$ cat config.mk
export PLATFORM = sky130hd
export DESIGN_NAME = text_console_writer
export DESIGN_NICKNAME = d
export VERILOG_FILES = /design/src/rtl/text_console_writer.sv
export SDC_FILE = /design/constraint.sdc
export NUM_CORES = 1
export LEC_CHECK = 0
export BUFFER_PORTS_ARGS = -buffer_cell sky130_fd_sc_hd__buf_2
export CORE_MARGIN = 2
export CORE_UTILIZATION = 40
export DETAILED_ROUTE_END_ITERATION = 10
export HOLD_SLACK_MARGIN = 0.1
export PLACE_DENSITY = 0.64
export SLEW_MARGIN = 20
export SYNTH_ARGS = -nofsm -noshare
export SYNTH_HDL_FRONTEND = slang
export SYNTH_SLANG_ARGS = --single-unit
$ cat constraint.sdc
create_clock -name CLOCK_50 -period 7.09 [get_ports CLOCK_50]
set_input_delay 1.0635 -clock CLOCK_50 [delete_from_list [all_inputs] [get_ports CLOCK_50]]
set_output_delay 1.0635 -clock CLOCK_50 [all_outputs]
set_load 0.01 [all_outputs]
$ cat src/rtl/text_console_writer.sv
// text_console_writer
//   Turns a byte stream into writes to a COLUMNS x ROWS character buffer,
//   with a cursor, CR/LF/BS handling and hardware scrolling. The buffer is
//   treated as a ring of rows; scroll_row names the physical row the display
//   shows on top, so scrolling costs only one row clear instead of a copy.
//
// Ports
//   CLOCK_50    system clock, rising edge
//   reset       synchronous, active-high
//   char_valid  producer offers char_data
//   char_data   ASCII byte offered
//   char_ready  registered; byte is taken on an edge with valid & ready
//   tb_we       text buffer write strobe
//   tb_addr     physical cell address, phys_row*COLUMNS + col
//   tb_wdata    character written
//   scroll_row  physical row shown as the top display line
//   cursor_col  logical cursor column
//   cursor_row  logical cursor row
module text_console_writer #(
  parameter int COLUMNS = 80,
  parameter int ROWS    = 24
) (
  input  logic        CLOCK_50,
  input  logic        reset,
  input  logic        char_valid,
  input  logic [7:0]  char_data,
  output logic        char_ready,
  output logic        tb_we,
  output logic [10:0] tb_addr,
  output logic [7:0]  tb_wdata,
  output logic [4:0]  scroll_row,
  output logic [6:0]  cursor_col,
  output logic [4:0]  cursor_row
);

  localparam logic [10:0] LAST_CELL = 11'(COLUMNS * ROWS - 1);
  localparam logic [10:0] COLS11    = 11'(COLUMNS);
  localparam logic [6:0]  LAST_COL  = 7'(COLUMNS - 1);
  localparam logic [4:0]  LAST_ROW  = 5'(ROWS - 1);
  localparam logic [5:0]  ROWS6     = 6'(ROWS);
  localparam logic [7:0]  SPACE     = 8'h20;

  typedef enum logic [1:0] {INIT_CLEAR, IDLE, ROW_CLEAR} state_t;

  state_t      state_q, state_d;
  logic [10:0] clr_cnt_q, clr_cnt_d;
  logic [4:0]  clr_row_q, clr_row_d;
  logic [4:0]  scroll_row_q, scroll_row_d;
  logic [6:0]  cursor_col_q, cursor_col_d;
  logic [4:0]  cursor_row_q, cursor_row_d;
  logic        tb_we_q, tb_we_d;
  logic [10:0] tb_addr_q, tb_addr_d;
  logic [7:0]  tb_wdata_q, tb_wdata_d;
  logic        char_ready_q, char_ready_d;

  logic [5:0]  phys_sum;
  logic [4:0]  phys_row;
  logic [10:0] cell_addr;
  logic [10:0] clr_addr;
  logic        accept;
  logic        printable;
  logic        is_lf;
  logic        newline;

  always_comb begin
    state_d      = state_q;
    clr_cnt_d    = clr_cnt_q;
    clr_row_d    = clr_row_q;
    scroll_row_d = scroll_row_q;
    cursor_col_d = cursor_col_q;
    cursor_row_d = cursor_row_q;
    tb_we_d      = 1'b0;
    tb_addr_d    = tb_addr_q;
    tb_wdata_d   = tb_wdata_q;
    newline      = 1'b0;

    // Logical row -> physical row through the ring offset.
    phys_sum  = {1'b0, scroll_row_q} + {1'b0, cursor_row_q};
    phys_row  = (phys_sum >= ROWS6) ? 5'(phys_sum - ROWS6) : phys_sum[4:0];
    cell_addr = 11'(phys_row) * COLS11 + 11'(cursor_col_q);
    clr_addr  = 11'(clr_row_q) * COLS11 + clr_cnt_q;

    accept    = char_valid && char_ready_q && (state_q == IDLE);
    printable = (char_data >= 8'h20) && (char_data <= 8'h7E);
    is_lf     = (char_data == 8'h0A);

    case (state_q)
      INIT_CLEAR: begin
        tb_we_d    = 1'b1;
        tb_addr_d  = clr_cnt_q;
        tb_wdata_d = SPACE;
        if (clr_cnt_q == LAST_CELL) begin
          clr_cnt_d = '0;
          state_d   = IDLE;
        end else begin
          clr_cnt_d = clr_cnt_q + 11'd1;
        end
      end

      IDLE: begin
        if (accept) begin
          if (printable) begin
            tb_we_d    = 1'b1;
            tb_addr_d  = cell_addr;
            tb_wdata_d = char_data;
            if (cursor_col_q == LAST_COL) begin
              cursor_col_d = '0;
              newline      = 1'b1;
            end else begin
              cursor_col_d = cursor_col_q + 7'd1;
            end
          end else if (is_lf) begin
            cursor_col_d = '0;
            newline      = 1'b1;
          end else if (char_data == 8'h0D) begin
            cursor_col_d = '0;
          end else if (char_data == 8'h08) begin
            if (cursor_col_q != '0) cursor_col_d = cursor_col_q - 7'd1;
          end

          if (newline) begin
            if (cursor_row_q != LAST_ROW) begin
              cursor_row_d = cursor_row_q + 5'd1;
            end else begin
              scroll_row_d = (scroll_row_q == LAST_ROW) ? 5'd0 : scroll_row_q + 5'd1;
              clr_row_d    = scroll_row_q;
              state_d      = ROW_CLEAR;
              // An LF leaves the write port free, so the row clear starts on
              // this same edge; a wrapping printable uses it for the character.
              if (is_lf) begin
                tb_we_d    = 1'b1;
                tb_addr_d  = 11'(scroll_row_q) * COLS11;
                tb_wdata_d = SPACE;
                clr_cnt_d  = 11'd1;
              end else begin
                clr_cnt_d  = '0;
              end
            end
          end
        end
      end

      ROW_CLEAR: begin
        tb_we_d    = 1'b1;
        tb_addr_d  = clr_addr;
        tb_wdata_d = SPACE;
        if (clr_cnt_q == 11'(LAST_COL)) begin
          clr_cnt_d = '0;
          state_d   = IDLE;
        end else begin
          clr_cnt_d = clr_cnt_q + 11'd1;
        end
      end

      default: state_d = INIT_CLEAR;
    endcase

    // Ready only once the machine has been sitting in IDLE, so it drops the
    // cycle after a scroll handshake and rises one cycle after a clear ends.
    char_ready_d = (state_q == IDLE) && (state_d == IDLE);
  end

  // Reset parks the machine at the start of INIT_CLEAR with all outputs low;
  // the first write appears on the first edge after release.
  always_ff @(posedge CLOCK_50) begin
    if (reset) begin
      state_q      <= INIT_CLEAR;
      clr_cnt_q    <= '0;
      clr_row_q    <= '0;
      scroll_row_q <= '0;
      cursor_col_q <= '0;
      cursor_row_q <= '0;
      tb_we_q      <= 1'b0;
      tb_addr_q    <= '0;
      tb_wdata_q   <= '0;
      char_ready_q <= 1'b0;
    end else begin
      state_q      <= state_d;
      clr_cnt_q    <= clr_cnt_d;
      clr_row_q    <= clr_row_d;
      scroll_row_q <= scroll_row_d;
      cursor_col_q <= cursor_col_d;
      cursor_row_q <= cursor_row_d;
      tb_we_q      <= tb_we_d;
      tb_addr_q    <= tb_addr_d;
      tb_wdata_q   <= tb_wdata_d;
      char_ready_q <= char_ready_d;
    end
  end

  assign char_ready = char_ready_q;
  assign tb_we      = tb_we_q;
  assign tb_addr    = tb_addr_q;
  assign tb_wdata   = tb_wdata_q;
  assign scroll_row = scroll_row_q;
  assign cursor_col = cursor_col_q;
  assign cursor_row = cursor_row_q;

endmodule

==> results.ini <==
[clock_tree]
cts-root-buf = clkbuf_8
cts_tree = done
post_cts_buffers = 0
cts_made_buffers = 5
post_cts_resized = 0
cts_sinks = 56
clock_path_buffers = 2
htree_levels = 2
clock_latency_ns = 0.33
cts_hold_buf = 0
clk_pin_slew_worst_paths_ns = 0.13

[synthesis]
yosys.area.top_type = dfxtp_1
synthDistinctLibCells = 73
synth_area_leaders = dfxtp_1, ha_1, a21oi_1
async_flop_share = 0
synth-seq-cells = 56
synth_top_area_frac = 0.264
ys_seq_area_frac = 0.264
syn-num-nets = 575
syn_area_mm2 = 0.00424
syn_area_per_cell_um2 = 8.24
synth_ff_type = dfxtp_1
ys_warn_count = 0
synth_enable_flop_cells = 0
syn_inst = 515

[floorplan]
coreArea_mm2 = 0.0103
ios = 49
row_count = 37
dieArea_mm2 = 0.0114
die_h_um = 107
start_util = 0.411
die_x_um = 107

[global_routing]
grt_pass1_vias = 3922
grt_usage = 0.206
grt_pass1_wl_um = 19000
grt_max_degree = 47
antenna_found_initial = 0
overflow = 0

[pwr]
powerDensity_mw_per_mm2 = 117
ir_drop_mv = 0.0813
leakagePower_nw = 2.13

[drt]
drc_errors = 0
vias = 4124
postRouteAntennaNets = 0
via_per_inst = 5.97
first_pass_iters = 4
drtIter0Drc = 336
wl_per_cell_um = 16.6
routed_wl_um = 11500

[worst_setup_path]
critPathMaxFanout = 9
critPathCaptureType = flop
crit_start = scroll_row[0]$_SDFFE_PP0P_
worstPathArrival_ns = 4.23
r2r_end = tb_addr[10]$_SDFFE_PP0P_
cp-start-kind = flop
worstPathRequired_ns = 7.30
rr_worst_depth = 17
r2r_setup_slack_ns = 3.07
crit_type = flop to flop
r2r_start = scroll_row[0]$_SDFFE_PP0P_
critPathCapture = tb_addr[10]$_SDFFE_PP0P_

[cells_and_area]
n_antenna_cell = 0
layout_common_cells = dfxtp_1, nand2_1, nor2_1
fin_nets = 614
area_growth_pct = 10.5
nFillCells = 1033
final_common_cell = dfxtp_1
final_util = 0.454
drive_gt1_frac = 0.132

[timing]
worst_pin_slew_ns = 0.883
period_minus_slack_ns = 4.02
final.period_utilization = 0.567
rsz0062_at_grt = false
maxSlewViolCount = 0
setup_viol = 0
max_freq_ghz = 0.249
fin_tns_setup_ns = 0
whs_ns = 0.464
finalHoldViolCount = 0
max_slew_margin = 0.411
skew_ns = 0.0267

[placement]
place.detailed.hpwl_um = 8520
gp_congestion = 0.909
io_buffers = 48

[run]
cap_viol_max_count = 0

[status]
status = complete, no violations

[worst_hold_path]
hold_class = flop to flop

## metrics by stage
step                      cell area (um^2)  setup slack (ns)  std cells  total power, mW
after floorplan                       4240              3.32        515            0.351
after global placement                4600              3.23        683            0.364
after detailed placement              4600              3.08        683            0.365
after CTS                             4690              3.09        691            0.554
after global routing                  4690              2.71        691            0.570
final                                 4690              3.07        691            0.549
## flip-flops by register name (all words and copies together) (netlist names)
signal,count
scroll_row,5
char_ready,1
clr_cnt_q,11
clr_row_q,5
tb_addr,11
cursor_row,5
tb_we,1
tb_wdata,8
state_q,2
cursor_col,7
## area by class of cell
class / count / area [um^2] / share of cell area
multi-input cells: 426 / 2990 / 0.639
clock buffers: 5 / 68.8 / 0.0147
well taps: 136 / 170 / 0.0363
repair buffers: 50 / 255 / 0.0545
flip-flops and latches: 56 / 1120 / 0.239
inverters: 15 / 56.3 / 0.0120
clock inverters: 3 / 21.3 / 0.00454
## power by group
| part | switching [mW] | leakage [nW] | internal (mW) |
|---|---|---|---|
| Clock | 0.120 | 0.0445 | 0.0707 |
| Sequential | 0.00317 | 0.453 | 0.317 |
| Combinational | 0.0245 | 1.63 | 0.0128 |
| Total | 0.148 | 2.13 | 0.401 |
## cells by family (layout without fill, tap and decap cells)
family / Yosys count / count (layout) / synth area share
AO/OA/AOI/OAI: 153 / 153 / 0.252
XOR/XNOR: 18 / 18 / 0.0372
adder cells (fa/ha/maj): 49 / 49 / 0.155
buffers and inverters: 33 / 73 / 0.0298
flip-flops: 56 / 56 / 0.264
multiplexers: 15 / 15 / 0.0360
AND/OR/NAND/NOR: 191 / 191 / 0.226
## synthesized netlist by cell type, types with 4 or more instances
cell type and n:
nand4b_1 4, nand2_1 51, a211oi_1 8, inv_1 15, nor2_1 50, a21o_1 9
clkbuf_1 15, xnor2_1 8, a31oi_1 6, or4_1 5, nand2b_1 9, xor2_1 10
o311ai_1 5, fa_1 6, nand4_1 4, and3_1 7, ha_1 43, a311oi_1 5
or2_2 4, dfxtp_1 56, mux2i_1 13, a21oi_1 44, o21ai_0 22, a2111oi_0 4
nor3_1 5, nand3_1 30, o211ai_1 6, a221oi_1 4
## layer usage
metal	GRT usage	up-vias	wire length, um
met5	0	-	0
met4	0.0724	0	238
met3	0.0292	19	616
met2	0.323	137	5240
met1	0.288	1955	5400
li1	-	2013	-
## critical path: stages (launching register included)
cell	delay, ns
dfxtp_1	0.42
ha_1	0.28
fa_1	0.41
nand3_1	0.12
a21oi_1	0.10
o21bai_1	0.15
a211oi_1	0.05
or2_2	0.32
ha_1	0.29
ha_1	0.17
inv_1	0.06
fa_1	0.41
or2_2	0.33
a211oi_1	0.24
o2bb2ai_1	0.11
and3_1	0.18
o211ai_1	0.16
a41oi_1	0.12
## worst min-delay path by stage
stage / cells after the start / slack [ns] / end / start
2_1_floorplan: 2 / 0.46 / clr_cnt_q[1]$_SDFFE_PP0P_ / clr_cnt_q[1]$_SDFFE_PP0P_
3_3_place_gp: 2 / 0.44 / tb_wdata[5]$_SDFFE_PP0P_ / tb_wdata[5]$_SDFFE_PP0P_
3_5_place_dp: 2 / 0.45 / tb_wdata[2]$_SDFFE_PP0P_ / tb_wdata[2]$_SDFFE_PP0P_
4_1_cts: 2 / 0.46 / tb_wdata[2]$_SDFFE_PP0P_ / tb_wdata[2]$_SDFFE_PP0P_
5_1_grt: 2 / 0.48 / tb_wdata[2]$_SDFFE_PP0P_ / tb_wdata[2]$_SDFFE_PP0P_
6_report: 2 / 0.46 / tb_wdata[1]$_SDFFE_PP0P_ / tb_wdata[1]$_SDFFE_PP0P_
(Power assumes the default switching activity.)
